<file path="src/rtl/addsub_pkg.sv">
// -----------------------------------------------------------------------------
// addsub_pkg
// Shared definitions for the sequential adder/subtractor:
//   state_t      - control FSM states (IDLE, CALC, DONE)
//   MODE_ADD/SUB - encoding of the mode input
//   add_overflow - signed-overflow rule for a two-operand add with carry-in
// -----------------------------------------------------------------------------
package addsub_pkg;

  typedef enum logic [1:0] {
    IDLE = 2'd0,
    CALC = 2'd1,
    DONE = 2'd2
  } state_t;

  localparam logic MODE_ADD = 1'b0;
  localparam logic MODE_SUB = 1'b1;

  // Signed overflow of x + y (+carry): operands agree in sign, result does not.
  function automatic logic add_overflow(input logic x_msb, input logic y_msb,
                                        input logic s_msb);
    return (x_msb == y_msb) && (s_msb != x_msb);
  endfunction

endpackage

</file>
<file path="src/rtl/addsub_chunk.sv">
// -----------------------------------------------------------------------------
// addsub_chunk
// CHUNK-bit ripple-carry adder built from full-adder cells.
// Ports:
//   a, b  [CHUNK-1:0] in  - chunk operands
//   cin               in  - carry into bit 0
//   sum   [CHUNK-1:0] out - chunk sum
//   cout              out - carry out of the top bit
// -----------------------------------------------------------------------------
module addsub_chunk
  import addsub_pkg::*;
#(
  parameter int CHUNK = 8
) (
  input  logic [CHUNK-1:0] a,
  input  logic [CHUNK-1:0] b,
  input  logic             cin,
  output logic [CHUNK-1:0] sum,
  output logic             cout
);

  logic [CHUNK:0] c_s;

  assign c_s[0] = cin;

  for (genvar i = 0; i < CHUNK; i++) begin : g_fa
    assign sum[i]     = a[i] ^ b[i] ^ c_s[i];
    assign c_s[i + 1] = (a[i] & b[i]) | (c_s[i] & (a[i] ^ b[i]));
  end

  assign cout = c_s[CHUNK];

endmodule

</file>
<file path="src/rtl/seq_addsub.sv">
// -----------------------------------------------------------------------------
// seq_addsub
// Multi-cycle adder/subtractor: processes CHUNK bits per clock through a single
// shared addsub_chunk, ripple-style from the least significant chunk upward.
// Ports:
//   clk, rst            - clock, synchronous active-high reset
//   in_valid / in_ready - operand handshake (ready only in IDLE)
//   mode                - 0 add, 1 subtract (sampled on accept)
//   a, b  [WIDTH-1:0]   - operands (sampled on accept)
//   cin                 - carry-in / borrow-in (sampled on accept)
//   out_valid/out_ready - result handshake (valid only in DONE)
//   sum   [WIDTH-1:0]   - result
//   carry, overflow, zero - raw carry-out, signed overflow, sum == 0
// -----------------------------------------------------------------------------
module seq_addsub
  import addsub_pkg::*;
#(
  parameter int WIDTH = 32,
  parameter int CHUNK = 8
) (
  input  logic             clk,
  input  logic             rst,
  input  logic             in_valid,
  output logic             in_ready,
  input  logic             mode,
  input  logic [WIDTH-1:0] a,
  input  logic [WIDTH-1:0] b,
  input  logic             cin,
  output logic             out_valid,
  input  logic             out_ready,
  output logic [WIDTH-1:0] sum,
  output logic             carry,
  output logic             overflow,
  output logic             zero
);

  localparam int NCHUNK = WIDTH / CHUNK;
  localparam int IDXW   = (NCHUNK > 1) ? $clog2(NCHUNK) : 1;
  localparam logic [IDXW-1:0] LAST_IDX = IDXW'(NCHUNK - 1);

  if ((WIDTH % CHUNK) != 0) begin : g_bad_chunk
    $error("seq_addsub: WIDTH must be a multiple of CHUNK");
  end

  state_t           state_r;
  logic [WIDTH-1:0] a_r;
  logic [WIDTH-1:0] b_r;        // already inverted for subtract
  logic             run_c_r;    // carry between chunks
  logic [IDXW-1:0]  idx_r;
  logic [WIDTH-1:0] sum_r;
  logic             carry_r;
  logic             overflow_r;
  logic             zero_r;
  logic             in_ready_r;
  logic             out_valid_r;

  logic [CHUNK-1:0] a_chunk_s;
  logic [CHUNK-1:0] b_chunk_s;
  logic [CHUNK-1:0] sum_chunk_s;
  logic             cout_s;
  logic [WIDTH-1:0] next_sum_s;
  logic             last_s;

  // Slice out the chunk being worked on and form the updated sum word.
  always_comb begin
    a_chunk_s  = a_r[int'(idx_r) * CHUNK +: CHUNK];
    b_chunk_s  = b_r[int'(idx_r) * CHUNK +: CHUNK];
    next_sum_s = sum_r;
    next_sum_s[int'(idx_r) * CHUNK +: CHUNK] = sum_chunk_s;
    last_s     = (idx_r == LAST_IDX);
  end

  addsub_chunk #(.CHUNK(CHUNK)) u_chunk (
    .a    (a_chunk_s),
    .b    (b_chunk_s),
    .cin  (run_c_r),
    .sum  (sum_chunk_s),
    .cout (cout_s)
  );

  // Control FSM, operand capture, chunk iteration and registered outputs.
  always_ff @(posedge clk) begin
    if (rst) begin
      state_r     <= IDLE;
      a_r         <= {WIDTH{1'b0}};
      b_r         <= {WIDTH{1'b0}};
      run_c_r     <= 1'b0;
      idx_r       <= {IDXW{1'b0}};
      sum_r       <= {WIDTH{1'b0}};
      carry_r     <= 1'b0;
      overflow_r  <= 1'b0;
      zero_r      <= 1'b0;
      in_ready_r  <= 1'b1;
      out_valid_r <= 1'b0;
    end else begin
      case (state_r)
        IDLE: begin
          if (in_valid && in_ready_r) begin
            a_r        <= a;
            // Subtract is a + ~b + ~borrow, so the inversion happens once here.
            b_r        <= (mode == MODE_SUB) ? ~b : b;
            run_c_r    <= (mode == MODE_SUB) ? ~cin : cin;
            idx_r      <= {IDXW{1'b0}};
            sum_r      <= {WIDTH{1'b0}};
            in_ready_r <= 1'b0;
            state_r    <= CALC;
          end
        end
        CALC: begin
          sum_r   <= next_sum_s;
          run_c_r <= cout_s;
          idx_r   <= idx_r + 1'b1;
          if (last_s) begin
            carry_r     <= cout_s;
            overflow_r  <= add_overflow(a_r[WIDTH-1], b_r[WIDTH-1],
                                        next_sum_s[WIDTH-1]);
            zero_r      <= (next_sum_s == {WIDTH{1'b0}});
            out_valid_r <= 1'b1;
            state_r     <= DONE;
          end
        end
        DONE: begin
          // in_ready rises only after this edge, so a retire never overlaps an accept.
          if (out_ready) begin
            out_valid_r <= 1'b0;
            in_ready_r  <= 1'b1;
            state_r     <= IDLE;
          end
        end
        default: begin
          out_valid_r <= 1'b0;
          in_ready_r  <= 1'b1;
          state_r     <= IDLE;
        end
      endcase
    end
  end

  assign in_ready  = in_ready_r;
  assign out_valid = out_valid_r;
  assign sum       = sum_r;
  assign carry     = carry_r;
  assign overflow  = overflow_r;
  assign zero      = zero_r;

endmodule

</file>
<file path="config.mk">
export PLATFORM = sky130hd
export DESIGN_NAME = seq_addsub
export DESIGN_NICKNAME = d
export VERILOG_FILES = /design/src/rtl/addsub_pkg.sv /design/src/rtl/addsub_chunk.sv /design/src/rtl/seq_addsub.sv
export SDC_FILE = /design/constraint.sdc
export NUM_CORES = 1
export LEC_CHECK = 0
export CAP_MARGIN = 20
export CORE_MARGIN = 4
export CORE_UTILIZATION = 44
export DETAILED_ROUTE_END_ITERATION = 8
export PLACE_DENSITY = 0.74
export SYNTH_ARGS = -nofsm -noshare
export SYNTH_HDL_FRONTEND = slang
export SYNTH_HIERARCHICAL = 1
export SYNTH_SLANG_ARGS = --single-unit
</file>
<file path="constraint.sdc">
create_clock -name clk -period 5.5 [get_ports clk]
set_input_delay 0.825 -clock clk [delete_from_list [all_inputs] [get_ports clk]]
set_output_delay 0.825 -clock clk [all_outputs]
set_load 0.02 [all_outputs]
</file>
-- After elaboration in Yosys (flattened, before gate mapping)
Index checks and enable logic that the tools add are counted.
- $add $sub $neg: 2
- equality and inequality tests: 8
- shifts and indexed selects: 4
- mux-type cells: 19
- bitwise gates (word level): 44
- reductions and logical operators: 11
- operator list (kind ; number):
    32-bit two-way mux ; 2
    32-bit case mux with 2 select lines ; 1
    32-bit by 6-bit variable part select with 8-bit output ; 2
    5-bit negator with 33-bit output ; 1
    8-bit by 33-bit variable shift with 32-bit output (first input constant) ; 1
    8-bit by 33-bit variable part select with 32-bit output ; 1
    32-bit bitwise mux ; 1
    32-bit logical NOT ; 1
    32-bit NOT ; 1
    1-bit AND ; 16
    1-bit bitwise XOR ; 16
    3-bit AND reduction ; 3
    2-bit two-way mux ; 4
    1-bit bitwise OR ; 8
    1-bit two-way mux ; 6
    2-bit inequality test (second input constant) ; 3
    1-bit case mux with 3 select lines ; 2
    2-bit case mux with 3 select lines ; 1
    2-bit AND reduction ; 3
    2-bit == test (second input constant) ; 2
    2-bit case mux with 2 select lines ; 1
    1-bit NOT ; 3
    2-bit by 1-bit adder with 2-bit output (second input constant) ; 1
    2-bit by 1-bit == test with 1-bit output (second input constant) ; 1
    other kinds (6) ; 7
- register bits: 106
- input bits: 70
- logic and storage cells: 99

-- Logic depth before layout (Yosys ltp)
- word-level depth: 21
- depth in mapped cells: 19
- mapped depth without buffers: 17

-- By module
The synthesis kept the hierarchy.
- by module, submodules not included (module ; instances ; cells each ; area an instance (µm²) ; seq. area each (µm²)):
    seq_addsub ; 1 ; 512 ; 4594.4 ; 2122.0
    addsub_chunk ; 1 ; 18 ; 197.7 ; 0.0

-- Worst setup path before layout
OpenSTA, ideal clock, no wires.
- path type: flip-flop to flip-flop
- from: reg idx_r[1]
- to: reg zero_r, in the netlist zero
- arrival: 5.320 ns
- path slack: 0.093 ns
- stages on the path, launching flop included: 20
- cell sequence: dfxtp_1 clkbuf_1 buf_1 mux4_2 fa_1 inv_1 fa_1 inv_1 fa_1 fa_1 fa_1 fa_1 fa_1 inv_1 fa_1 inv_1 a41oi_1 o21ai_0 or4_1 o31ai_1
- word-level cells in the longest chain between the ends: 20
- elaborated cells on any way between the ends: 46
- classes of those cells: add/sub (1); eq/ne (1); shift (4); mux (1); bitwise (37); reduce/logical (2)
- RTL lines (element ; line ; text):
    start: declaration ; seq_addsub.sv:49 ; logic [IDXW-1:0] idx_r;
    start signal: assignment ; seq_addsub.sv:88 ; idx_r <= {IDXW{1'b0}};
    start signal: assignment ; seq_addsub.sv:103 ; idx_r <= {IDXW{1'b0}};
    start signal: assignment ; seq_addsub.sv:112 ; idx_r <= idx_r + 1'b1;
    32-bit by 6-bit variable part select with 8-bit output (*) ; seq_addsub.sv:67 ; b_chunk_s = b_r[int'(idx_r) * CHUNK +: CHUNK];
    via b_chunk_s[0] ; seq_addsub.sv:58 ; logic [CHUNK-1:0] b_chunk_s;
    1-bit bitwise XOR ; addsub_chunk.sv:28 ; assign c_s[i + 1] = (a[i] & b[i]) | (c_s[i] & (a[i] ^ b[i]));
    1-bit AND ; addsub_chunk.sv:28 ;
    1-bit bitwise OR (*) ; addsub_chunk.sv:28 ;
    1-bit AND (*) ; addsub_chunk.sv:28 ;
    1-bit bitwise OR (*) ; addsub_chunk.sv:28 ;
    1-bit AND (*) ; addsub_chunk.sv:28 ;
    (+6 left out) ; -- ;
    1-bit bitwise OR (*) ; addsub_chunk.sv:28 ;
    1-bit AND (*) ; addsub_chunk.sv:28 ;
    1-bit bitwise OR (*) ; addsub_chunk.sv:28 ;
    1-bit bitwise XOR (*) ; addsub_chunk.sv:27 ; assign sum[i] = a[i] ^ b[i] ^ c_s[i];
    via sum_chunk_s[7] ; seq_addsub.sv:59 ; logic [CHUNK-1:0] sum_chunk_s;
    8-bit by 33-bit variable part select with 32-bit output (*) ; seq_addsub.sv:69 ; next_sum_s[int'(idx_r) * CHUNK +: CHUNK] = sum_chunk_s;
    32-bit bitwise mux (*) ; seq_addsub.sv:69 ;
    32-bit logical NOT (*) ; seq_addsub.sv:117 ; zero_r <= (next_sum_s == {WIDTH{1'b0}});
    end signal: assignment ; seq_addsub.sv:117 ;
    end: declaration ; seq_addsub.sv:53 ; logic zero_r;
Mark *: on every way through the listed nets, which the timed path passes. The rest lies on a longest branch.
A chain may end at the register's enable or synchronous reset.

-- Final worst setup path
- from: reg idx_r[0]
- to: reg overflow_r, in the netlist overflow
- word-level cells in the longest chain between the ends: 21
- elaborated cells on any way between the ends: 47
- classes of those cells: add/sub (1); eq/ne (2); shift (4); mux (1); bitwise (37); reduce/logical (2)
- RTL lines (element ; line ; text):
    32-bit by 6-bit variable part select with 8-bit output (*) ; seq_addsub.sv:66 ; a_chunk_s = a_r[int'(idx_r) * CHUNK +: CHUNK];
    via a_chunk_s[0] ; seq_addsub.sv:57 ; logic [CHUNK-1:0] a_chunk_s;
    1-bit bitwise XOR ; addsub_chunk.sv:28 ;
    1-bit AND ; addsub_chunk.sv:28 ;
    1-bit bitwise OR (*) ; addsub_chunk.sv:28 ;
    1-bit AND (*) ; addsub_chunk.sv:28 ;
    1-bit bitwise OR (*) ; addsub_chunk.sv:28 ;
    1-bit AND (*) ; addsub_chunk.sv:28 ;
    (+7 left out) ; -- ;
    1-bit AND (*) ; addsub_chunk.sv:28 ;
    1-bit bitwise OR (*) ; addsub_chunk.sv:28 ;
    1-bit bitwise XOR (*) ; addsub_chunk.sv:27 ;
    via sum_chunk_s[7] ; seq_addsub.sv:59 ;
    8-bit by 33-bit variable part select with 32-bit output (*) ; seq_addsub.sv:69 ;
    32-bit bitwise mux (*) ; seq_addsub.sv:69 ;
    1-bit inequality test (*) ; addsub_pkg.sv:22 ; return (x_msb == y_msb) && (s_msb != x_msb);
    1-bit logical AND (*) ; addsub_pkg.sv:22 ;
    end signal: assignment ; seq_addsub.sv:115 ; overflow_r <= add_overflow(a_r[WIDTH-1], b_r[WIDTH-1],
    end: declaration ; seq_addsub.sv:52 ; logic overflow_r;
Marked as above.

==> flow_metrics.env <==
export IMPL_status="complete, no violations"
export IMPL_utilization_pct=58.9
export IMPL_min_period_ns=5.23
export IMPL_drc=0
export IMPL_numCtsBuffers=9
export IMPL_rr_startpoint="idx_r[0]$_SDFFE_PP0P_"
export IMPL_portBuffers=106
export IMPL_drive_gt1_share_pct=7.22
export IMPL_r2r_end="overflow$_SDFFE_PP0P_"
export IMPL_crit_path_max_incr_delay_ns=0.54
export IMPL_critical_path_top_delay_family="adder cells"
export IMPL_cts_sinks=106
export IMPL_ys_seq_elements=106
export IMPL_grt_pass1_vias=3977
export IMPL_initial_utilization_pct=45.8
export IMPL_diodes=0
export IMPL_overflow=0
export IMPL_tritoncts="done"
export IMPL_path_clk_slew_ns=0.10
export IMPL_drtPass1Iterations=5
export IMPL_rr_worst_depth=17
export IMPL_ant_nets=0
export IMPL_synth_edf_count=0
export IMPL_die_w_um=112
export IMPL_vdd_ir_drop_max_uv=170
export IMPL_num_vias=4054
export IMPL_synth_area_leaders="dfxtp_1, mux4_2, nor2_1"
export IMPL_area_growth_pct=28.6
export IMPL_cp_end_kind="register"
export IMPL_hold_path_depth=2
export IMPL_grt_max_degree=108
export IMPL_antenna_found_initial=0
export IMPL_reg2reg_slack_ns=0.27
export IMPL_rows=37
export IMPL_min_path_type="register to register"
export IMPL_async_reset_ff_share_pct=0
export IMPL_synth_distinct_cells=37
export IMPL_yosysTopAreaCellShare_pct=44.3
export IMPL_grtUsageTotal_pct=18.4
export IMPL_worstMarginPinSlew_ns=1.05
export IMPL_synthCells=530
export IMPL_yosys_top_cells_count="dfxtp_1, nor2_1, nand2_1"
export IMPL_min_to="carry$_SDFFE_PP0P_"
export IMPL_drv_slew=0
export IMPL_rsz0062_at_grt="false"
export IMPL_vias_per_cell=5.34
export IMPL_htree_levels=3
export IMPL_yosys_warnings=6
export IMPL_clk_latency_ns=0.36
export IMPL_maxSlewHeadroom_pct=29.8
export IMPL_wl_per_cell_um=15.5
export IMPL_cpMostUsedCell="fa_1"
export IMPL_fill_cells=933
export IMPL_nNetsFinal=702
export IMPL_setup_violations=0
export IMPL_dieArea_mm2=0.0126
export IMPL_ys_flop_type="dfxtp_1"
export IMPL_fin_skew_ns=0.00878
export IMPL_min_from="carry$_SDFFE_PP0P_"
export IMPL_crit_slowest_cell="mux4_2"
export IMPL_hold_viol_final=0
export IMPL_worstSetupStartpointType="register"
export IMPL_synth_area_mm2=0.00479
export IMPL_seq_area_frac_synth_pct=44.3
export IMPL_cp_required_ns=5.70
export IMPL_totalNegativeSetupSlack_ns=0
export IMPL_gp_congestion=0.888
export IMPL_cts_root_buf="clkbuf_8"
export IMPL_finalCritPeriodShare_pct=95.0
export IMPL_maxCapViolCount=0
export IMPL_grt_pass1_wl_um=19000
export IMPL_path_class="register to register"
export IMPL_power_density_mw_per_mm2=266
export IMPL_syn_nets=614
export IMPL_path_buf_inv=4
export IMPL_core_area_mm2=0.0105
export IMPL_synth_most_common_cell="dfxtp_1"
export IMPL_crit_chain="mux4_2 > fa_1 > inv_1 > fa_1 > inv_1 > fa_1 > fa_1 > fa_1 > fa_1 > fa_1 > inv_1 > fa_1 > inv_1 > a41oi_2 > and3_1 > nor3_1 > nor3_1"
export IMPL_crit_fanout=7
export IMPL_finalWirelength_um=11800
export IMPL_postSynthAreaPerCell_um2=9.04
export IMPL_p_leak_nw=2.16
export IMPL_crit_arrival_ns=5.43
export IMPL_drt_iter0_drc=192
export IMPL_die_y_um=112
export IMPL_ios=107
export IMPL_hpwl_um=8770
export IMPL_timing_fmax_mhz=191
export IMPL_cts_path_max_buffers=2
export IMPL_synth_top_area_cell="dfxtp_1"
power breakdown:
part           leakage, nW  internal (mW)  switching, mW
Combinational         1.20          0.160          0.188
Clock               0.0936          0.194          0.257
Sequential           0.866          0.812         0.0283
worst max-delay path by stage:
stage / cells after the start / from / slack (ns) / to
after floorplan: 19 / idx_r[1]$_SDFFE_PP0P_ / 0.09 / zero$_SDFFE_PP0P_
after global placement: 17 / idx_r[0]$_SDFFE_PP0P_ / 0.36 / zero$_SDFFE_PP0P_
after detailed placement: 17 / idx_r[0]$_SDFFE_PP0P_ / 0.27 / zero$_SDFFE_PP0P_
after CTS: 17 / idx_r[0]$_SDFFE_PP0P_ / 0.23 / zero$_SDFFE_PP0P_
after global routing: 17 / idx_r[0]$_SDFFE_PP0P_ / 0.06 / overflow$_SDFFE_PP0P_
final: 17 / idx_r[0]$_SDFFE_PP0P_ / 0.27 / overflow$_SDFFE_PP0P_
stage by stage:
| step | setup WS, ns | cell area [µm²] | cells | power (mW) | hold slack, ns |
|---|---|---|---|---|---|
| after floorplan | 0.0934 | 4790 | 530 | 1.07 | 0.433 |
| after global placement | 0.363 | 5940 | 742 | 1.19 | 0.446 |
| after detailed placement | 0.267 | 5940 | 742 | 1.20 | 0.447 |
| after CTS | 0.227 | 6130 | 758 | 1.64 | 0.459 |
| after global routing | 0.0588 | 6160 | 759 | 1.72 | 0.481 |
| final | 0.273 | 6160 | 759 | 1.64 | 0.457 |
final cells by class:
cell class	instances	area (µm²)	area share, %
multi-input cells	374	2500	40.6
flip-flops and latches	106	2120	34.4
inverters	14	52.6	0.853
repair buffers	113	1130	18.3
well taps	136	170	2.76
clock inverters	4	33.8	0.548
clock buffers	12	155	2.52
cell usage in the layout (no fill, tap or decap), types with 7 or more instances in the layout:
cell type and n:
a211oi_1 32, fa_1 8, inv_1 14, buf_4 7, clkbuf_8 11, mux4_2 16
clkdlybuf4s50_1 104, dfxtp_1 106, nor2_1 83, a22oi_1 31, xnor2_1 32, nor3_1 10
a21oi_1 44, nand2_1 72
state kept, by name (all words and copies together), names as in the netlist:
signal / count
a_r: 32
state_r: 2
overflow: 1
in_ready: 1
b_r: 32
idx_r: 2
zero: 1
run_c_r: 1
sum: 32
carry: 1
out_valid: 1
cells by family (layout without fill, tap and decap cells):
logic type	Yosys count	in the layout	share of synthesized area, %
and+or+nand+nor	190	190	16.9
muxes	16	16	7.52
DFF	106	106	44.3
AOI/OAI and AO/OA	121	121	16.4
adders and majority gates	14	14	4.91
buffers and inverters	50	143	3.94
xor gates and xnor gates	33	33	6.03
repair_timing:
| item | in CTS | in global routing |
|---|---|---|
| setup buffers | 0 | 0 |
| endpoints found under the setup margin | 0 | 1 |
| endpoints found under the hold margin | 0 | 0 |
| resized for setup | 0 | 1 |
| hold buffers | 0 | 0 |
layer usage:
layer	part of all wire [%]	up-vias	wire length, µm	track usage [%]
met3	5.4	17	634	3.40
met4	1.6	0	186	6.25
met1	45	1882	5350	24.5
li1	-	2022	-	-
met2	48	133	5610	30.1
met5	0	-	0	0
tightest hold or removal path: cells and delay by family, from the launching register on:
family | cells | cell delay [ns]
DFF | 1 | 0.32
AOI/OAI and AO/OA | 1 | 0.05
and+or+nand+nor | 1 | 0.05
Power figures use the tool's default switching activity.
